$ cat src/rtl/fm0_decoder.sv
// FM0 run-length decoder: classifies runs between transitions into half/full symbols and emits bits.
// Outputs registered, one cycle after the causing sample or stop; no backpressure (in_vld gaps just pause it).
module fm0_decoder #(
  parameter int BANKS       = 4,
  parameter int HALF_BASE   = 8,
  parameter int HALF_STEP   = 2,
  parameter int RUN_WIDTH   = 8,
  parameter int COUNT_WIDTH = 12
) (
  input  logic                       clk,
  input  logic                       rst_n,
  input  logic                       in_dat,
  input  logic                       in_vld,
  input  logic                       start,
  input  logic                       stop,
  input  logic [$clog2(BANKS)-1:0]   frequency_bank,
  output logic                       bit_dat,
  output logic                       bit_vld,
  output logic [COUNT_WIDTH-1:0]     bit_count,
  output logic                       frame_done,
  output logic                       frame_err,
  output logic                       busy
);

  localparam int TW = RUN_WIDTH + 2;

  typedef enum logic [1:0] {S_IDLE, S_SYNC, S_DATA, S_MID} state_t;

  state_t                 r_state;
  logic [RUN_WIDTH-1:0]   r_h;
  logic [RUN_WIDTH-1:0]   r_run;
  logic                   r_prev;
  logic                   r_bit_dat;
  logic                   r_bit_vld;
  logic [COUNT_WIDTH-1:0] r_bit_count;
  logic                   r_frame_done;
  logic                   r_frame_err;

  logic [RUN_WIDTH-1:0]   w_h_start;
  logic [TW-1:0]          w_hx;
  logic [TW-1:0]          w_glitch;
  logic [TW-1:0]          w_short_max;
  logic [TW-1:0]          w_long_max;
  logic [TW-1:0]          w_runx;
  logic [RUN_WIDTH-1:0]   w_run_inc;
  logic                   w_same;
  logic                   w_timeout;
  logic                   w_is_glitch;
  logic                   w_is_short;
  logic                   w_is_long;
  logic                   w_emit;
  logic                   w_emit_dat;
  logic                   w_done;
  logic                   w_err;
  state_t                 w_nstate;

  assign w_h_start   = RUN_WIDTH'(HALF_BASE + int'(frequency_bank) * HALF_STEP);
  assign w_hx        = TW'(r_h);
  assign w_glitch    = w_hx >> 1;
  assign w_short_max = w_hx + (w_hx >> 1);
  assign w_long_max  = (w_hx << 1) + (w_hx >> 1);
  assign w_runx      = TW'(r_run);
  assign w_run_inc   = (&r_run) ? r_run : r_run + 1'b1;
  assign w_same      = (in_dat == r_prev);
  // Run would reach LONG_MAX+1 on this sample: carrier has ended.
  assign w_timeout   = TW'(w_run_inc) > w_long_max;
  assign w_is_glitch = w_runx < w_glitch;
  assign w_is_short  = !w_is_glitch && (w_runx <= w_short_max);
  assign w_is_long   = !w_is_glitch && !w_is_short && (w_runx <= w_long_max);

  always_comb begin
    w_emit     = 1'b0;
    w_emit_dat = 1'b0;
    w_done     = 1'b0;
    w_err      = 1'b0;
    w_nstate   = r_state;
    if (r_state != S_IDLE && in_vld) begin
      if (w_same) begin
        if (w_timeout) begin
          w_done   = 1'b1;
          w_err    = (r_state == S_MID);
          w_nstate = S_IDLE;
        end
      end else begin
        case (r_state)
          S_SYNC: w_nstate = S_DATA;
          S_DATA: begin
            if (w_is_long) begin
              w_emit     = 1'b1;
              w_emit_dat = 1'b1;
            end else if (w_is_short) begin
              w_nstate = S_MID;
            end else begin
              w_err    = 1'b1;
              w_done   = 1'b1;
              w_nstate = S_IDLE;
            end
          end
          S_MID: begin
            if (w_is_short) begin
              w_emit   = 1'b1;
              w_nstate = S_DATA;
            end else begin
              w_err    = 1'b1;
              w_done   = 1'b1;
              w_nstate = S_IDLE;
            end
          end
          default: w_nstate = S_IDLE;
        endcase
      end
    end
    // A bit completed alongside stop is still emitted; only the pending half-bit is lost.
    if (r_state != S_IDLE && stop) begin
      w_done   = 1'b1;
      w_nstate = S_IDLE;
    end
  end

  always_ff @(posedge clk or negedge rst_n) begin
    if (!rst_n) begin
      r_state      <= S_IDLE;
      r_h          <= '0;
      r_run        <= '0;
      r_prev       <= 1'b0;
      r_bit_dat    <= 1'b0;
      r_bit_vld    <= 1'b0;
      r_bit_count  <= '0;
      r_frame_done <= 1'b0;
      r_frame_err  <= 1'b0;
    end else begin
      r_bit_vld    <= 1'b0;
      r_frame_done <= 1'b0;
      if (start) begin
        r_state     <= S_SYNC;
        r_h         <= w_h_start;
        r_run       <= '0;
        r_bit_count <= '0;
        r_frame_err <= 1'b0;
        if (in_vld) r_prev <= in_dat;
      end else if (r_state != S_IDLE) begin
        r_state      <= w_nstate;
        r_bit_vld    <= w_emit;
        r_frame_done <= w_done;
        if (w_emit) begin
          r_bit_dat <= w_emit_dat;
          if (!(&r_bit_count)) r_bit_count <= r_bit_count + 1'b1;
        end
        if (w_err) r_frame_err <= 1'b1;
        if (in_vld) begin
          if (w_same) begin
            r_run <= w_run_inc;
          end else begin
            r_run  <= RUN_WIDTH'(1);
            r_prev <= in_dat;
          end
        end
      end
    end
  end

  assign bit_dat    = r_bit_dat;
  assign bit_vld    = r_bit_vld;
  assign bit_count  = r_bit_count;
  assign frame_done = r_frame_done;
  assign frame_err  = r_frame_err;
  assign busy       = (r_state != S_IDLE);

endmodule

$ cat config.mk
export PLATFORM = sky130hd
export DESIGN_NAME = fm0_decoder
export DESIGN_NICKNAME = d
export VERILOG_FILES = /design/src/rtl/fm0_decoder.sv
export SDC_FILE = /design/constraint.sdc
export NUM_CORES = 1
export LEC_CHECK = 0
export ABC_AREA = 1
export CAP_MARGIN = 15
export CORE_MARGIN = 2
export CORE_UTILIZATION = 42
export CTS_BUF_LIST = sky130_fd_sc_hd__clkbuf_4 sky130_fd_sc_hd__clkbuf_8
export DETAILED_ROUTE_END_ITERATION = 8
export MAX_ROUTING_LAYER = met4
export PLACE_DENSITY = 0.62
export SLEW_MARGIN = 20
export SYNTH_ARGS = -nofsm -noshare
export SYNTH_HDL_FRONTEND = slang
export SYNTH_SLANG_ARGS = --single-unit
$ cat constraint.sdc
create_clock -name clk -period 3 [get_ports clk]
set_input_delay 0.6 -clock clk [delete_from_list [all_inputs] [get_ports clk]]
set_output_delay 0.6 -clock clk [all_outputs]
set_load 0.05 [all_outputs]
==> metrics.md <==
| Metric | Value |
|---|---|
| Placed Area | `2750 um2` |
| I/O pin count | `25` |
| Outcome | `finished, final reports clean` |
| Multi-input logic area | `1500 um2` |
| Routed vias/inst | `5.02` |
| Fmax | `358 MHz` |
| Worst Hold Class | `reg -> reg` |
| DP HPWL | `4200 um` |
| Initial antenna violation count | `0` |
| GP Congestion | `0.914` |
| Worst Skew | `0.00908 ns` |
| Crit. End Element | `flip-flop` |
| Post-synth top cells | `nand2_1 (81), nor2_1 (37), inv_1 (36)` |
| Slew headroom | `65.6%` |
| Worst Path Required | `3.18 ns` |
| Clock transition at the registers of the reported paths | `0.08 ns` |
| Global-route wire length before repair | `9500 um` |
| Count of unique library cells instantiated by Yosys | `36` |
| Core Footprint | `5540 um2` |
| Clock sink count | `30` |
| GR Layer Usage met2 | `30.8%` |
| Synth top area share | `30.9%` |
| Slowest stage cell, crit path | `dfrtp_1` |
| PD cells | `416 nW/um2` |
| Count leader, synth | `nand2_1` |
| Max clock buf depth | `2` |
| Share of layout cells above drive strength 1 | `14.5%` |
| Total Die Area | `6410 um2` |
| Crit-path leading delay family | `simple AND/OR/NAND/NOR gates` |
| Crit-path max FO | `3` |
| Worst Path Arrival | `2.98 ns` |
| Worst skew pair latency | `0.29 ns` |
| Cts bufs inserted | `5` |
| Residual DRC | `0` |
| Peak VDD IR | `0.256 mV` |
| DR vias | `2195` |
| Warnings from Yosys | `0` |
| Post-synthesis cell area | `2430 um2` |
| Minimum clock period | `2.80 ns` |
| Total wire length | `5720 um` |
| Total Nets Final | `397` |
| Cells on worst reg2reg path | `20` |
| CTS Hold Bufs | `0` |
| Post-synth EDFFs | `0` |
| Period utilization | `93.2%` |
| DRT iter0 DRCs | `62` |
| Final Non-Filler Cells | `437` |
| Seq/Total Area, Yosys | `30.9%` |
| Cell taking the most area after synthesis | `dfrtp_1` |
| Crit-path max cell delay | `0.39 ns` |
| Crit-path most repeated cell | `nand2_2` |
| CP bufs+invs | `1` |
| Async S/R FF share, synth | `100%` |
| WHS | `0.519 ns` |
| # rows | `27` |
| GRT Residual Overflow | `0` |
| Actual slew at the worst max-slew pin | `0.514 ns` |
| Die height | `80.1 um` |
| Antenna Nets Post-Route | `0` |
| Grt met3 use | `3.82%` |
| Area Overhead vs Synth | `22.2%` |
| Dpl cells | `424` |
| GRT met1 Usage | `25.9%` |
| Most used DFF post-synth | `dfrtp_1` |
| Root Driver | `clkbuf_8` |
| Diode count | `0` |
| PortBufs | `24` |
| Count of final hold-check violations | `0` |
| Slew Viols, Final | `0` |
| Static Leak | `0.00149 uW` |
| Chip width | `80.1 um` |
| Crit start category | `flip-flop` |
| Fillers | `554` |
| Instance count on the critical path | `20` |
| Max_cap viols | `0` |
| Synth Net Count | `360` |
| Synthesized netlist cell count | `327` |
| Drt pass-1 iters | `4` |
| Reg area | `752 um2` |
| Unrepaired setup endpoints after global routing | `true` |
| Vias in the first global route | `2072` |
| Hold Path Stages | `2` |
| CP cell instances | `ha_2, nand4_1, nor3_4, inv_2, nand2_2, nor2_2, xor2_1, ha_1, nand2_2, nor2_2, o21ai_1, o211ai_1, nand2_1, nand3_2, nand2_2, nand2_2, nand2_2, nand2_1, o21ai_1, nand2_1` |
| Drt wl/cell | `13.1 um` |
| Starting Density | `43.9%` |
| Mean Syn Cell Area | `7.43 um2` |
| Tot GR Track Use | `19.5%` |
| Post-route cell area | `2970 um2` |
| H-tree depth | `2` |
| Ranking of synthesized cells by area | `dfrtp_1 (31%), nand2_1 (13%), ha_1 (12%)` |
| Setup Viol. Count Final | `0` |
| Classification of the worst setup path | `reg -> reg` |
| CTS tree | `done` |
| Seq cells post-synth | `30` |
| Layer with the highest usage | `met2` |
| Setup TNS | `0 ns` |
| Largest net degree at the start of global routing | `31` |
layout make-up:
class                   count  share of cell area (%)
multi-input cells         248                    50.3
flip-flops and latches     30                    25.3
repair buffers             35                    10.9
inverters                  44                    5.64
well taps                  72                    3.03
clock buffers               6                    2.78
clock inverters             2                    2.02
per-layer routing:
layer	wire length, um	part of all wire (%)
met1	2840	50
met2	2600	45
met3	192	3.4
met4	83	1.5
met5	0	0
report_power, final:
group / total [uW] / switching (uW) / internal (uW)
Clock: 529 / 174 / 355
Combinational: 267 / 172 / 94.8
Sequential: 441 / 20.0 / 422
Total: 1240 / 366 / 871
cells by family (layout without fill, tap and decap cells):
logic type	Yosys count	in the layout	share of synthesized area [%]
AO/OA/AOI/OAI	32	32	7.15
XOR/XNOR	14	14	5.35
adder cells (fa/ha/maj)	25	25	13.2
buffers and inverters	50	87	9.62
flip-flops	30	30	30.9
multiplexers	1	1	0.412
AND/OR/NAND/NOR	175	176	33.4
repair_timing:
item                                    4_1_cts  5_1_grt
endpoints found under the setup margin        0       15
resized for setup                             0       12
setup buffers                                 0        4
worst paths after layout:
check / start / end / slack [ns]
max: r_run[0] / r_state[0] / 0.20
min: frame_err / frame_err / 0.52
max reg2reg: r_run[0] / r_state[0] / 0.20
min reg2reg: frame_err / frame_err / 0.52
max in group asynchronous: rst_n / r_run[1] / 1.98
min in group asynchronous: rst_n / bit_count[9] / 0.70
worst min-delay path, stage by stage, from the launching register on:
cell and delay, ns:
dfrtp_1 0.38, inv_1 0.05, a21oi_1 0.05
placed cells by master (no fill, tap or decap), types with 2 or more instances in the layout:
cell | Yosys | final
nor3_1 | 3 | 3
xor2_1 | 8 | 7
nand2_2 | 5 | 9
nor2_1 | 37 | 35
clkdlybuf4s50_1 | 0 | 24
buf_4 | 0 | 11
dfrtp_1 | 30 | 29
nor3b_1 | 2 | 2
ha_1 | 24 | 23
o21ai_1 | 6 | 7
bufinv_16 | 0 | 2
o21ai_0 | 8 | 7
xnor2_1 | 5 | 5
a21oi_1 | 12 | 12
inv_1 | 36 | 36
o22ai_1 | 3 | 3
nand3_1 | 28 | 27
nand4_1 | 7 | 7
nor2_4 | 2 | 2
nor2_2 | 3 | 5
clkinv_1 | 2 | 2
nand2_1 | 81 | 77
clkbuf_8 | 1 | 6
inv_2 | 5 | 5
nand3_2 | 2 | 4
state kept, by name, summed over array words and instances, names as in the netlist:
signal,flops
bit_count,12
r_run,8
r_h,3
r_state,2
bit_dat,1
bit_vld,1
frame_done,1
frame_err,1
r_prev,1
stage by stage:
step / worst slack, ns / util [%] / power (uW)
final: 0.205 / 53.6 / 1240
after global routing: -0.0381 / 53.6 / 1300
after CTS: 0.0531 / 52.2 / 1230
after detailed placement: 0.0704 / 49.6 / 706
after global placement: 0.0908 / 49.6 / 702
after floorplan: 0.455 / - / 627
Note: power is estimated with default switching activity, not from simulation.
==> variant, RTL diff (same settings) <==
Reset style: synchronous (`rst_n`), changed in one clocked block.
--- a/src/rtl/fm0_decoder.sv
+++ b/src/rtl/fm0_decoder.sv
@@ -117,7 +117,7 @@
     end
   end
 
-  always_ff @(posedge clk or negedge rst_n) begin
+  always_ff @(posedge clk) begin
     if (!rst_n) begin
       r_state      <= S_IDLE;
       r_h          <= '0;
Behaviour: differs if rst_n is asserted again (counterexample within 4 cycles, from zero or initial values and one cycle with rst_n low); with rst_n held inactive, the same outputs for 10 cycles.
==> variant against the original RTL <==
- synthesized area is 3.1% lower
- setup slack better by 15 ps
- via count is 1.2% higher
- first-iteration DRC count is 92% higher
- total power is 19% lower
- fmax is 0.56% higher
- sequential cell count stayed put
- critical path depth stayed put
- design area is 5.9% lower
- cell count is 1.1% higher
- wire length is 1.7% lower
==> variant: results (changes against the original RTL) <==
Worst Path Required 3180 ps (about the same); post-synth net total 368 (+2.2%); DPL Wire Length 4.06 mm (-3.3%); placed cell count 431 (+1.7%); Setup Fix Bufs, Post-CTS 0 (unchanged); GRT Overall Usage 19.8% (+0.34 points); Pre-antenna DRT Iters 4 (unchanged); Psw 0.000272 W (-26%); syn_area_per_cell 7.01 µm² (-5.7%); first-pass GRT wire length 9.58 mm (+0.80%); IO buf count 24 (unchanged); Leakage 1.24 nW (-17%); CTS clk-pin slew, worst paths approximately 70 ps; # H-tree levels 2 (unchanged); GP Congestion 0.850 (-7.0%); number of DRC markers in iteration 0 119 (+92%); number of diodes 0 (unchanged); Num CTS Buffers 5 (unchanged); outcome finished clean; Synth Flop Type dfxtp_1; share of flip-flops with an asynchronous set or reset 0% (-100 points); Setup TNS 0 ps (unchanged); Area contributors post-synth dfxtp_1 (26%), nand2_1 (13%), ha_1 (12%); Worst path max stage delay 320 ps (-70 ps); Netlist cell types 32 (-11%); Worst IR Drop VDD 0.235 mV (-8.5%); combinational share of power 16.6% (-4.9 points); Clock Root Buffer clkbuf_8; max_slew headroom 54.9% (-11 points); synth cell count leaders nand2_1 (80), inv_1 (45), nor2_1 (33); DR vias 2,222 (+1.2%); drt total wl 5.62 mm (-1.7%); Syn. warnings 0 (unchanged); Post-CTS Hold Buffers 0 (unchanged); clock latency on the worst-skew pair approximately 280 ps; HP Class register to register; DR WL met2 2.63 mm (+1.1%); final setup fails 0 (unchanged); largest net degree at the start of global routing 21 (-32%); max reg flops 12 (unchanged); wire length on met3 208 µm (+8.3%); layout cells sized above 1 10.3% (-4.3 points); Crit Path Max Fanout 7 (+4); vias in the first global route 2,108 (+1.7%); M1 WL 2.71 mm (-4.6%); Max clock buf depth 2 (unchanged); antenna violations before repair 0 (unchanged); Seq/Total Area, Yosys 25.5% (-5.4 points); Finished Layout Cells 442 (+1.1%); number of gates resized after cts 0 (unchanged); Slowest-stage cell, CP dfxtp_1; clk_skew 11.1 ps (+2.03 ps); nets 402 (+1.3%)
-- variant: cell count changes after synthesis, sizes merged, moves of 2 or more --
cell,change
a21oi,+22
clkinv,-2
dfrtp,-30
dfxtp,+30
inv,+4
nand2,-2
nand3,-9
nand4,+12
nor2,-3
nor3,-2
nor3b,-2
o21ai,-5
o22ai,-3
-- variant: area by class of cell --
cell class | instances | area [µm²]
clock buffers | 6 | 82.6
clock inverters | 1 | 30.0
fillers | 561 | 2680
inverters | 46 | 173
multi-input cells | 254 | 1510
flip-flops and latches | 30 | 601
well taps | 72 | 90.1
repair buffers | 33 | 308
-- variant: path summary, 6_finish.rpt --
path                           from                 endpoint  slack (ps)  depth (start not counted)
min          frame_err$_SDFFE_PP0P_   frame_err$_SDFFE_PP0P_         460                          2
min reg2reg  frame_err$_SDFFE_PP0P_   frame_err$_SDFFE_PP0P_         460                          2
max reg2reg   r_run[0]$_SDFFE_PP0P_  r_state[1]$_SDFFE_PP0P_         220                         20
max           r_run[0]$_SDFFE_PP0P_  r_state[1]$_SDFFE_PP0P_         220                         20
-- variant: critical path: cells and delay by family (launching register included) --
family                     cells  cell delay, ps
AOI/OAI and AO/OA              4             490
adders and majority gates      2             490
buffers and inverters          3             270
DFF                            1             320
and+or+nand+nor               11            1130
-- variant: metal layers --
layer | global-route usage [%] | vias to the layer above
met5 | - | -
met4 | 6.03 | 0
met3 | 3.98 | 8
met2 | 30.9 | 42
met1 | 26.1 | 1007
li1 | - | 1165
-- variant: kinds of logic (layout without fill, tap and decap cells) --
| family | Yosys count | in the layout | share of synthesized area, % |
|---|---|---|---|
| fa+ha+maj | 24 | 24 | 13.1 |
| simple gates | 169 | 169 | 34.2 |
| flops | 30 | 30 | 25.5 |
| buf+inv | 52 | 86 | 10.3 |
| compound gates | 45 | 45 | 11.1 |
| xor+xnor | 16 | 16 | 5.95 |
-- variant: power by group through the flow --
stage | sequential, W | clock (W) | combinational, W
finish | 0.000414 | 0.000420 | 0.000166
global route | 0.000415 | 0.000450 | 0.000189
global placement | 0.000424 | 0 | 0.000163
detailed placement | 0.000423 | 0 | 0.000164
CTS | 0.000414 | 0.000430 | 0.000165
floorplan | 0.000422 | 0 | 0.000124
-- variant: metrics by stage --
step / hold slack (ps) / power (W) / area (µm²) / setup slack (ps)
final: 456 / 0.00100 / 2800 / 220
after global routing: 487 / 0.00105 / 2800 / 4.80
after global placement: 442 / 0.000586 / 2650 / 211
after floorplan: 463 / 0.000546 / 2350 / 513
after detailed placement: 452 / 0.000588 / 2650 / 175
after CTS: 461 / 0.00101 / 2770 / 149
